### config.mk
export PLATFORM = sky130hd
export DESIGN_NAME = id_ex_stage_flat
export DESIGN_NICKNAME = d
export VERILOG_FILES = /design/src/rtl/cpu_pkg.sv /design/src/rtl/id_ex_stage_if.sv /design/src/rtl/fwd_mux.sv /design/src/rtl/id_ex_stage.sv /design/src/flat_wrapper.sv
export SDC_FILE = /design/constraint.sdc
export NUM_CORES = 1
export LEC_CHECK = 0
export ABC_AREA = 1
export CAP_MARGIN = 5
export CELL_PAD_IN_SITES_DETAIL_PLACEMENT = 0
export CELL_PAD_IN_SITES_GLOBAL_PLACEMENT = 1
export CORE_UTILIZATION = 25
export DETAILED_ROUTE_END_ITERATION = 6
export PLACE_DENSITY = 0.76
export SYNTH_ARGS = -nofsm -noshare
export SYNTH_HDL_FRONTEND = slang
export SYNTH_HIERARCHICAL = 1
export SYNTH_SLANG_ARGS = --single-unit
### constraint.sdc
create_clock -name clk -period 2.1 [get_ports clk]
set_clock_uncertainty 0.1 [all_clocks]
set_input_delay 0.525 -clock clk [delete_from_list [all_inputs] [get_ports clk]]
set_output_delay 0.525 -clock clk [all_outputs]
set_load 0.03 [all_outputs]
### src/rtl/cpu_pkg.sv
// Shared CPU definitions: datapath widths, ALU opcodes and the ID/EX control bundle.
package cpu_pkg;

  localparam int DATA_W = 32;
  localparam int REG_AW = 5;

  localparam logic [2:0] ALU_ADD = 3'b010;
  localparam logic [2:0] ALU_SUB = 3'b110;
  localparam logic [2:0] ALU_AND = 3'b000;
  localparam logic [2:0] ALU_OR  = 3'b001;
  localparam logic [2:0] ALU_XOR = 3'b111;

  typedef struct packed {
    logic [2:0] alu_ctrl;
    logic       use_imm;
    logic       mem_read;
    logic       mem_write;
    logic       reg_write;
  } idex_ctrl_t;

  // Control state of an empty EX slot: no side effects, harmless add.
  localparam idex_ctrl_t BUBBLE_CTRL = '{
    alu_ctrl:  ALU_ADD,
    use_imm:   1'b0,
    mem_read:  1'b0,
    mem_write: 1'b0,
    reg_write: 1'b0
  };

  // A later stage supplies a register only when it writes it and it is not x0.
  function automatic logic fwd_hit(input logic              we,
                                   input logic [REG_AW-1:0] src_rd,
                                   input logic [REG_AW-1:0] rs);
    return we && (src_rd != '0) && (src_rd == rs);
  endfunction

endpackage

### src/rtl/id_ex_stage_if.sv
// Decode -> EX boundary bundle: decoded instruction, forward sources and EX-side outputs.
interface id_ex_stage_if;
  import cpu_pkg::*;

  logic              id_valid;
  logic [REG_AW-1:0] id_rs1;
  logic [REG_AW-1:0] id_rs2;
  logic [REG_AW-1:0] id_rd;
  logic [DATA_W-1:0] id_rs1_data;
  logic [DATA_W-1:0] id_rs2_data;
  logic [DATA_W-1:0] id_imm;
  logic              id_use_imm;
  logic [2:0]        id_alu_ctrl;
  logic              id_mem_read;
  logic              id_mem_write;
  logic              id_reg_write;
  logic              flush;

  logic [REG_AW-1:0] exmem_rd;
  logic              exmem_reg_write;
  logic [DATA_W-1:0] exmem_result;
  logic [REG_AW-1:0] memwb_rd;
  logic              memwb_reg_write;
  logic [DATA_W-1:0] memwb_result;

  logic              stall;
  logic              ex_valid;
  logic [DATA_W-1:0] alu_data1;
  logic [DATA_W-1:0] alu_data2;
  logic [2:0]        alu_ctrl;
  logic [DATA_W-1:0] ex_store_data;
  logic [REG_AW-1:0] ex_rd;
  logic              ex_mem_read;
  logic              ex_mem_write;
  logic              ex_reg_write;

  modport master (
    output id_valid, id_rs1, id_rs2, id_rd, id_rs1_data, id_rs2_data, id_imm,
           id_use_imm, id_alu_ctrl, id_mem_read, id_mem_write, id_reg_write, flush,
           exmem_rd, exmem_reg_write, exmem_result,
           memwb_rd, memwb_reg_write, memwb_result,
    input  stall, ex_valid, alu_data1, alu_data2, alu_ctrl, ex_store_data,
           ex_rd, ex_mem_read, ex_mem_write, ex_reg_write
  );

  modport slave (
    input  id_valid, id_rs1, id_rs2, id_rd, id_rs1_data, id_rs2_data, id_imm,
           id_use_imm, id_alu_ctrl, id_mem_read, id_mem_write, id_reg_write, flush,
           exmem_rd, exmem_reg_write, exmem_result,
           memwb_rd, memwb_reg_write, memwb_result,
    output stall, ex_valid, alu_data1, alu_data2, alu_ctrl, ex_store_data,
           ex_rd, ex_mem_read, ex_mem_write, ex_reg_write
  );

endinterface

### src/rtl/fwd_mux.sv
// One source-operand forward selection: EX/MEM beats MEM/WB beats register-file data.
module fwd_mux
  import cpu_pkg::*;
(
  input  logic [REG_AW-1:0] rs,
  input  logic [DATA_W-1:0] reg_data,
  input  logic              exmem_reg_write,
  input  logic [REG_AW-1:0] exmem_rd,
  input  logic [DATA_W-1:0] exmem_result,
  input  logic              memwb_reg_write,
  input  logic [REG_AW-1:0] memwb_rd,
  input  logic [DATA_W-1:0] memwb_result,
  output logic [DATA_W-1:0] value
);

  always_comb begin
    // NOTE: default assignment first so every path drives value and no latch is inferred.
    value = reg_data;
    if (fwd_hit(exmem_reg_write, exmem_rd, rs)) begin
      value = exmem_result;
    end else if (fwd_hit(memwb_reg_write, memwb_rd, rs)) begin
      value = memwb_result;
    end
  end

endmodule

### src/rtl/id_ex_stage.sv
// ID/EX pipeline register with load-use hazard detection, flush bubbles and operand forwarding.
module id_ex_stage
  import cpu_pkg::*;
(
  input  logic         clk,
  input  logic         reset,
  id_ex_stage_if.slave bus
);

  logic              ex_valid_q;
  idex_ctrl_t        ctrl_q;
  logic [REG_AW-1:0] rs1_q;
  logic [REG_AW-1:0] rs2_q;
  logic [REG_AW-1:0] rd_q;
  logic [DATA_W-1:0] rs1_data_q;
  logic [DATA_W-1:0] rs2_data_q;
  logic [DATA_W-1:0] imm_q;

  idex_ctrl_t        id_ctrl;
  logic              rs1_hit;
  logic              rs2_hit;
  logic              load_use;
  logic              bubble;
  logic [DATA_W-1:0] rs1_fwd;
  logic [DATA_W-1:0] rs2_fwd;

  assign id_ctrl = '{
    alu_ctrl:  bus.id_alu_ctrl,
    use_imm:   bus.id_use_imm,
    mem_read:  bus.id_mem_read,
    mem_write: bus.id_mem_write,
    reg_write: bus.id_reg_write
  };

  // Stores read rs2 as store data even when operand 2 is the immediate.
  assign rs1_hit  = (rd_q == bus.id_rs1);
  assign rs2_hit  = (rd_q == bus.id_rs2) && (!bus.id_use_imm || bus.id_mem_write);
  assign load_use = bus.id_valid && ex_valid_q && ctrl_q.mem_read && (rd_q != '0)
                    && (rs1_hit || rs2_hit);

  // A flush discards the dependent instruction, so there is nothing to hold.
  assign bus.stall = load_use && !bus.flush;
  assign bubble    = !reset || bus.flush || load_use;

  always_ff @(posedge clk) begin
    // NOTE: non-blocking assignments so every field updates from pre-edge values together.
    if (bubble) begin
      ex_valid_q <= 1'b0;
      ctrl_q     <= BUBBLE_CTRL;
      rs1_q      <= '0;
      rs2_q      <= '0;
      rd_q       <= '0;
      rs1_data_q <= '0;
      rs2_data_q <= '0;
      imm_q      <= '0;
    end else begin
      ex_valid_q <= bus.id_valid;
      ctrl_q     <= id_ctrl;
      rs1_q      <= bus.id_rs1;
      rs2_q      <= bus.id_rs2;
      rd_q       <= bus.id_rd;
      rs1_data_q <= bus.id_rs1_data;
      rs2_data_q <= bus.id_rs2_data;
      imm_q      <= bus.id_imm;
    end
  end

  fwd_mux u_fwd_rs1 (
    .rs              (rs1_q),
    .reg_data        (rs1_data_q),
    .exmem_reg_write (bus.exmem_reg_write),
    .exmem_rd        (bus.exmem_rd),
    .exmem_result    (bus.exmem_result),
    .memwb_reg_write (bus.memwb_reg_write),
    .memwb_rd        (bus.memwb_rd),
    .memwb_result    (bus.memwb_result),
    .value           (rs1_fwd)
  );

  fwd_mux u_fwd_rs2 (
    .rs              (rs2_q),
    .reg_data        (rs2_data_q),
    .exmem_reg_write (bus.exmem_reg_write),
    .exmem_rd        (bus.exmem_rd),
    .exmem_result    (bus.exmem_result),
    .memwb_reg_write (bus.memwb_reg_write),
    .memwb_rd        (bus.memwb_rd),
    .memwb_result    (bus.memwb_result),
    .value           (rs2_fwd)
  );

  assign bus.ex_valid      = ex_valid_q;
  assign bus.alu_data1     = rs1_fwd;
  assign bus.alu_data2     = ctrl_q.use_imm ? imm_q : rs2_fwd;
  assign bus.ex_store_data = rs2_fwd;
  assign bus.alu_ctrl      = ctrl_q.alu_ctrl;
  assign bus.ex_rd         = rd_q;
  assign bus.ex_mem_read   = ctrl_q.mem_read;
  assign bus.ex_mem_write  = ctrl_q.mem_write;
  assign bus.ex_reg_write  = ctrl_q.reg_write;

endmodule
### src/flat_wrapper.sv
// flat-port wrapper written by rule: the top's interface ports become plain ports
module id_ex_stage_flat import cpu_pkg::*;
  (clk, reset, bus_id_valid, bus_id_rs1, bus_id_rs2, bus_id_rd, bus_id_rs1_data, bus_id_rs2_data, bus_id_imm, bus_id_use_imm, bus_id_alu_ctrl, bus_id_mem_read, bus_id_mem_write, bus_id_reg_write, bus_flush, bus_exmem_rd, bus_exmem_reg_write, bus_exmem_result, bus_memwb_rd, bus_memwb_reg_write, bus_memwb_result, bus_stall, bus_ex_valid, bus_alu_data1, bus_alu_data2, bus_alu_ctrl, bus_ex_store_data, bus_ex_rd, bus_ex_mem_read, bus_ex_mem_write, bus_ex_reg_write);
  id_ex_stage_if bus_i ();
  input  logic clk;
  input  logic reset;
  input wire logic [$bits(bus_i.id_valid)-1:0] bus_id_valid;
  input wire logic [$bits(bus_i.id_rs1)-1:0] bus_id_rs1;
  input wire logic [$bits(bus_i.id_rs2)-1:0] bus_id_rs2;
  input wire logic [$bits(bus_i.id_rd)-1:0] bus_id_rd;
  input wire logic [$bits(bus_i.id_rs1_data)-1:0] bus_id_rs1_data;
  input wire logic [$bits(bus_i.id_rs2_data)-1:0] bus_id_rs2_data;
  input wire logic [$bits(bus_i.id_imm)-1:0] bus_id_imm;
  input wire logic [$bits(bus_i.id_use_imm)-1:0] bus_id_use_imm;
  input wire logic [$bits(bus_i.id_alu_ctrl)-1:0] bus_id_alu_ctrl;
  input wire logic [$bits(bus_i.id_mem_read)-1:0] bus_id_mem_read;
  input wire logic [$bits(bus_i.id_mem_write)-1:0] bus_id_mem_write;
  input wire logic [$bits(bus_i.id_reg_write)-1:0] bus_id_reg_write;
  input wire logic [$bits(bus_i.flush)-1:0] bus_flush;
  input wire logic [$bits(bus_i.exmem_rd)-1:0] bus_exmem_rd;
  input wire logic [$bits(bus_i.exmem_reg_write)-1:0] bus_exmem_reg_write;
  input wire logic [$bits(bus_i.exmem_result)-1:0] bus_exmem_result;
  input wire logic [$bits(bus_i.memwb_rd)-1:0] bus_memwb_rd;
  input wire logic [$bits(bus_i.memwb_reg_write)-1:0] bus_memwb_reg_write;
  input wire logic [$bits(bus_i.memwb_result)-1:0] bus_memwb_result;
  output wire logic [$bits(bus_i.stall)-1:0] bus_stall;
  output wire logic [$bits(bus_i.ex_valid)-1:0] bus_ex_valid;
  output wire logic [$bits(bus_i.alu_data1)-1:0] bus_alu_data1;
  output wire logic [$bits(bus_i.alu_data2)-1:0] bus_alu_data2;
  output wire logic [$bits(bus_i.alu_ctrl)-1:0] bus_alu_ctrl;
  output wire logic [$bits(bus_i.ex_store_data)-1:0] bus_ex_store_data;
  output wire logic [$bits(bus_i.ex_rd)-1:0] bus_ex_rd;
  output wire logic [$bits(bus_i.ex_mem_read)-1:0] bus_ex_mem_read;
  output wire logic [$bits(bus_i.ex_mem_write)-1:0] bus_ex_mem_write;
  output wire logic [$bits(bus_i.ex_reg_write)-1:0] bus_ex_reg_write;
  assign bus_i.id_valid = bus_id_valid;
  assign bus_i.id_rs1 = bus_id_rs1;
  assign bus_i.id_rs2 = bus_id_rs2;
  assign bus_i.id_rd = bus_id_rd;
  assign bus_i.id_rs1_data = bus_id_rs1_data;
  assign bus_i.id_rs2_data = bus_id_rs2_data;
  assign bus_i.id_imm = bus_id_imm;
  assign bus_i.id_use_imm = bus_id_use_imm;
  assign bus_i.id_alu_ctrl = bus_id_alu_ctrl;
  assign bus_i.id_mem_read = bus_id_mem_read;
  assign bus_i.id_mem_write = bus_id_mem_write;
  assign bus_i.id_reg_write = bus_id_reg_write;
  assign bus_i.flush = bus_flush;
  assign bus_i.exmem_rd = bus_exmem_rd;
  assign bus_i.exmem_reg_write = bus_exmem_reg_write;
  assign bus_i.exmem_result = bus_exmem_result;
  assign bus_i.memwb_rd = bus_memwb_rd;
  assign bus_i.memwb_reg_write = bus_memwb_reg_write;
  assign bus_i.memwb_result = bus_memwb_result;
  assign bus_stall = bus_i.stall;
  assign bus_ex_valid = bus_i.ex_valid;
  assign bus_alu_data1 = bus_i.alu_data1;
  assign bus_alu_data2 = bus_i.alu_data2;
  assign bus_alu_ctrl = bus_i.alu_ctrl;
  assign bus_ex_store_data = bus_i.ex_store_data;
  assign bus_ex_rd = bus_i.ex_rd;
  assign bus_ex_mem_read = bus_i.ex_mem_read;
  assign bus_ex_mem_write = bus_i.ex_mem_write;
  assign bus_ex_reg_write = bus_i.ex_reg_write;
  id_ex_stage u_core (.clk(clk), .reset(reset), .bus(bus_i));
endmodule
==> flow_metrics.env <==
export IMPL_status="finished with violations"
export IMPL_violations="setup timing"
export IMPL_place_ws_ns=-1.15
export IMPL_clockBufferDepth=2
export IMPL_cp_start_kind="register"
export IMPL_drt_total_wl_um=33800
export IMPL_rsz0062_at_grt="yes"
export IMPL_syn_area_per_cell_um2=6.45
export IMPL_avgRoutedWirePerCell_um=18.4
export IMPL_grt_pass1_vias=8687
export IMPL_ys_types=25
export IMPL_yosysSeqAreaShare_pct=35.0
export IMPL_hold_end="u_core/bus.ex_mem_write"
export IMPL_std_cell_rows=60
export IMPL_final_cell_mix="269 x inv_1, 178 x clkdlybuf4s50_1, 142 x buf_6"
export IMPL_fin_nets=1682
export IMPL_clock_latency_ns=0.43
export IMPL_worstHoldStart="bus_id_mem_write"
export IMPL_min_path_type="input port to register"
export IMPL_report_final_slew_viol_count=0
export IMPL_grt_busiest_layer="met2"
export IMPL_ant_nets=0
export IMPL_vias=8376
export IMPL_grt_pass1_wl_um=49800
export IMPL_cp_arrival_ns=2.31
export IMPL_core_area_um2=26800
export IMPL_synth_async_sr_flop_share_pct=0
export IMPL_antenna_found_initial=2
export IMPL_root_buffer="clkbuf_16"
export IMPL_drtPass1Iterations=4
export IMPL_drt_iter0_drc=399
export IMPL_grt_max_degree=43
export IMPL_synthCells=1054
export IMPL_die_h_um=167
export IMPL_stdcell_count=1839
export IMPL_synth_nets=1252
export IMPL_final_common_cell="inv_1"
export IMPL_slowest_delay_ns=0.34
export IMPL_ioPinCount=307
export IMPL_grt_use_met3_pct=5.63
export IMPL_crit_required_ns=1.47
export IMPL_met1_usage_pct=28.1
export IMPL_area_growth_pct=115
export IMPL_syn_cell_area_um2=6800
export IMPL_grt_usage_pct=23.7
export IMPL_placed_area_um2=11300
export IMPL_power_leakage_nw=7.08
export IMPL_stdcell_area_um2=14600
export IMPL_critical_path_top_delay_family="simple AND/OR/NAND/NOR gates"
export IMPL_min_path_cells=3
export IMPL_r2r_start="u_core/bus.ex_rd[0]"
export IMPL_worstRegToRegCells=11
export IMPL_hold_violations=0
export IMPL_relSlewSlack_pct=77.5
export IMPL_whs_ns=0.370
export IMPL_power_mw=7.83
export IMPL_globalRoute_totalOverflow=0
export IMPL_cpMaxStageDelayCell="dfxtp_2"
export IMPL_critPathMaxFanout=7
export IMPL_die_area_um2=27900
export IMPL_portBuffers=306
export IMPL_clock_fmax_mhz=341
export IMPL_power_density_nw_per_um2=536
export IMPL_cts_buffers=17
export IMPL_synth_edf_count=0
export IMPL_cp_num_buf_inv=4
export IMPL_ys_seq_elements=119
export IMPL_reg2reg_to="u_core/rs2_data_q[19]"
export IMPL_die_w_um=167
export IMPL_worstSetupEndpointType="output pin"
export IMPL_drive_above_1_share_pct=40.4
export IMPL_cts_sinks=119
export IMPL_yosysWarnings=6
export IMPL_htreeDepth=4
export IMPL_cts_tree="done"
export IMPL_period_minus_slack_ns=2.94
export IMPL_initial_core_util_pct=25.4
export IMPL_vias_per_cell=4.55
export IMPL_fillCellCount=2489
export IMPL_regToRegSetupSlack_ns=0.42
export IMPL_met2_usage_pct=41.7
export IMPL_worst_slack_ns=-0.836
export IMPL_yosys_most_used_dff="dfxtp_1"
export IMPL_cts_clk_slew_worst_paths_ns=0.05
export IMPL_worst_slew_pin_slew_ns=0.337
export IMPL_drc=0
export IMPL_setup_viol=97
export IMPL_period_share_pct=140
export IMPL_crit_type="register to output pin"
export IMPL_dp_hpwl_um=20900
export IMPL_peakVddDrop_v=0.000326
export IMPL_crit_chain="inv_2, a21oi_2, nand2_2, nor2_4, buf_12, clkbuf_16, nand4_1, nand3_4, nand2_4, mux2_4, buf_6"
export IMPL_drv_cap=0
export IMPL_place_gp_congestion=0.824
export IMPL_dp_cells=1742
## final cells by class
| class | instances | area, µm² | area share (%) |
|---|---|---|---|
| inverter | 279 | 1050 | 7.17 |
| tap | 341 | 427 | 2.92 |
| clock buffer | 19 | 453 | 3.10 |
| clock inverter | 13 | 169 | 1.16 |
| multi-input combinational | 589 | 4510 | 30.9 |
| antenna | 1 | 2.50 | 0.0171 |
| timing repair buffer | 478 | 5580 | 38.2 |
| sequential | 119 | 2410 | 16.5 |
## what timing repair did
action,4_1_cts,5_1_grt
setup endpoints to repair,102,99
setup buffers,38,12
hold buffers,0,0
gates resized for setup,399,127
cloned,26,4
pin swaps,124,93
## metal layers
metal	routed length, µm	vias up
met4	670	2
li1	-	4119
met5	13	-
met2	16800	286
met1	14300	3912
met3	1980	57
## synth_stat cells, types with 2 or more instances
cell type / number / area, µm²
nand3_2: 2 / 20.0
nand3_4: 2 / 35.0
or2_1: 2 / 12.5
mux2_1: 2 / 22.5
a21oi_1: 2 / 10.0
o21ai_1: 6 / 30.0
buf_4: 3 / 22.5
mux2_2: 30 / 338
buf_6: 9 / 101
a21oi_4: 2 / 32.5
inv_1: 275 / 1030
inv_2: 4 / 15.0
clkbuf_1: 7 / 26.3
nor2_1: 133 / 499
buf_2: 48 / 240
o21ai_0: 2 / 10.0
dfxtp_1: 119 / 2380
nand4_1: 132 / 826
nor2_2: 6 / 37.5
nand3_1: 68 / 340
nand2_1: 196 / 736
## where the power goes
group / switching, mW / internal [mW]
combinational: 1.11 / 1.17
sequential: 0.0349 / 2.35
clock: 1.23 / 1.94
total: 2.37 / 5.46
## state kept, by name, indices dropped and copies added, names as in the netlist
register and cells:
u_core/bus.alu_ctrl 3, u_core/rs2_q 5, u_core/bus.ex_mem_write 1, u_core/bus.ex_mem_read 1, u_core/bus.ex_rd 5, u_core/rs1_data_q 32, u_core/bus.ex_reg_write 1, u_core/rs1_q 5
u_core/ctrl_q 1, u_core/rs2_data_q 32, u_core/bus.ex_valid 1, u_core/imm_q 32
## tightest hold or removal path, cell delays in order
cell,delay [ns]
dlygate4sd2_1,0.20
inv_2,0.04
nor2_1,0.08
## stage by stage
step | util, % | TNS, ns
global route | 54.5 | -72.26
CTS | 52.9 | -65.15
finish | 54.5 | -64.12
detailed placement | 42.0 | -124.24
floorplan | - | -8.59
global placement | 42.0 | -121.91
## logic make-up after synthesis
kind of cell / count (synthesis) / synth area share, %
AND/OR/NAND/NOR: 544 / 37.2
flip-flops: 119 / 35.0
buffers and inverters: 346 / 21.1
AO/OA/AOI/OAI: 12 / 1.21
multiplexers: 32 / 5.30
XOR/XNOR: 1 / 0.129
## worst max path at each step
| stage | start | end | slack (ns) | cells after the start |
|---|---|---|---|---|
| after floorplan | bus_exmem_rd[1] | bus_alu_data2[10] | -0.28 | 7 |
| after global placement | bus_exmem_rd[1] | bus_alu_data2[31] | -1.16 | 8 |
| after detailed placement | bus_exmem_rd[1] | bus_alu_data2[31] | -1.15 | 8 |
| after CTS | u_core/rs2_q[0] | bus_alu_data2[4] | -0.83 | 12 |
| after global routing | u_core/rs2_q[0] | bus_alu_data2[10] | -0.90 | 11 |
| final | u_core/rs2_q[0] | bus_alu_data2[10] | -0.84 | 11 |
Note: power is estimated with default switching activity, not from simulation.
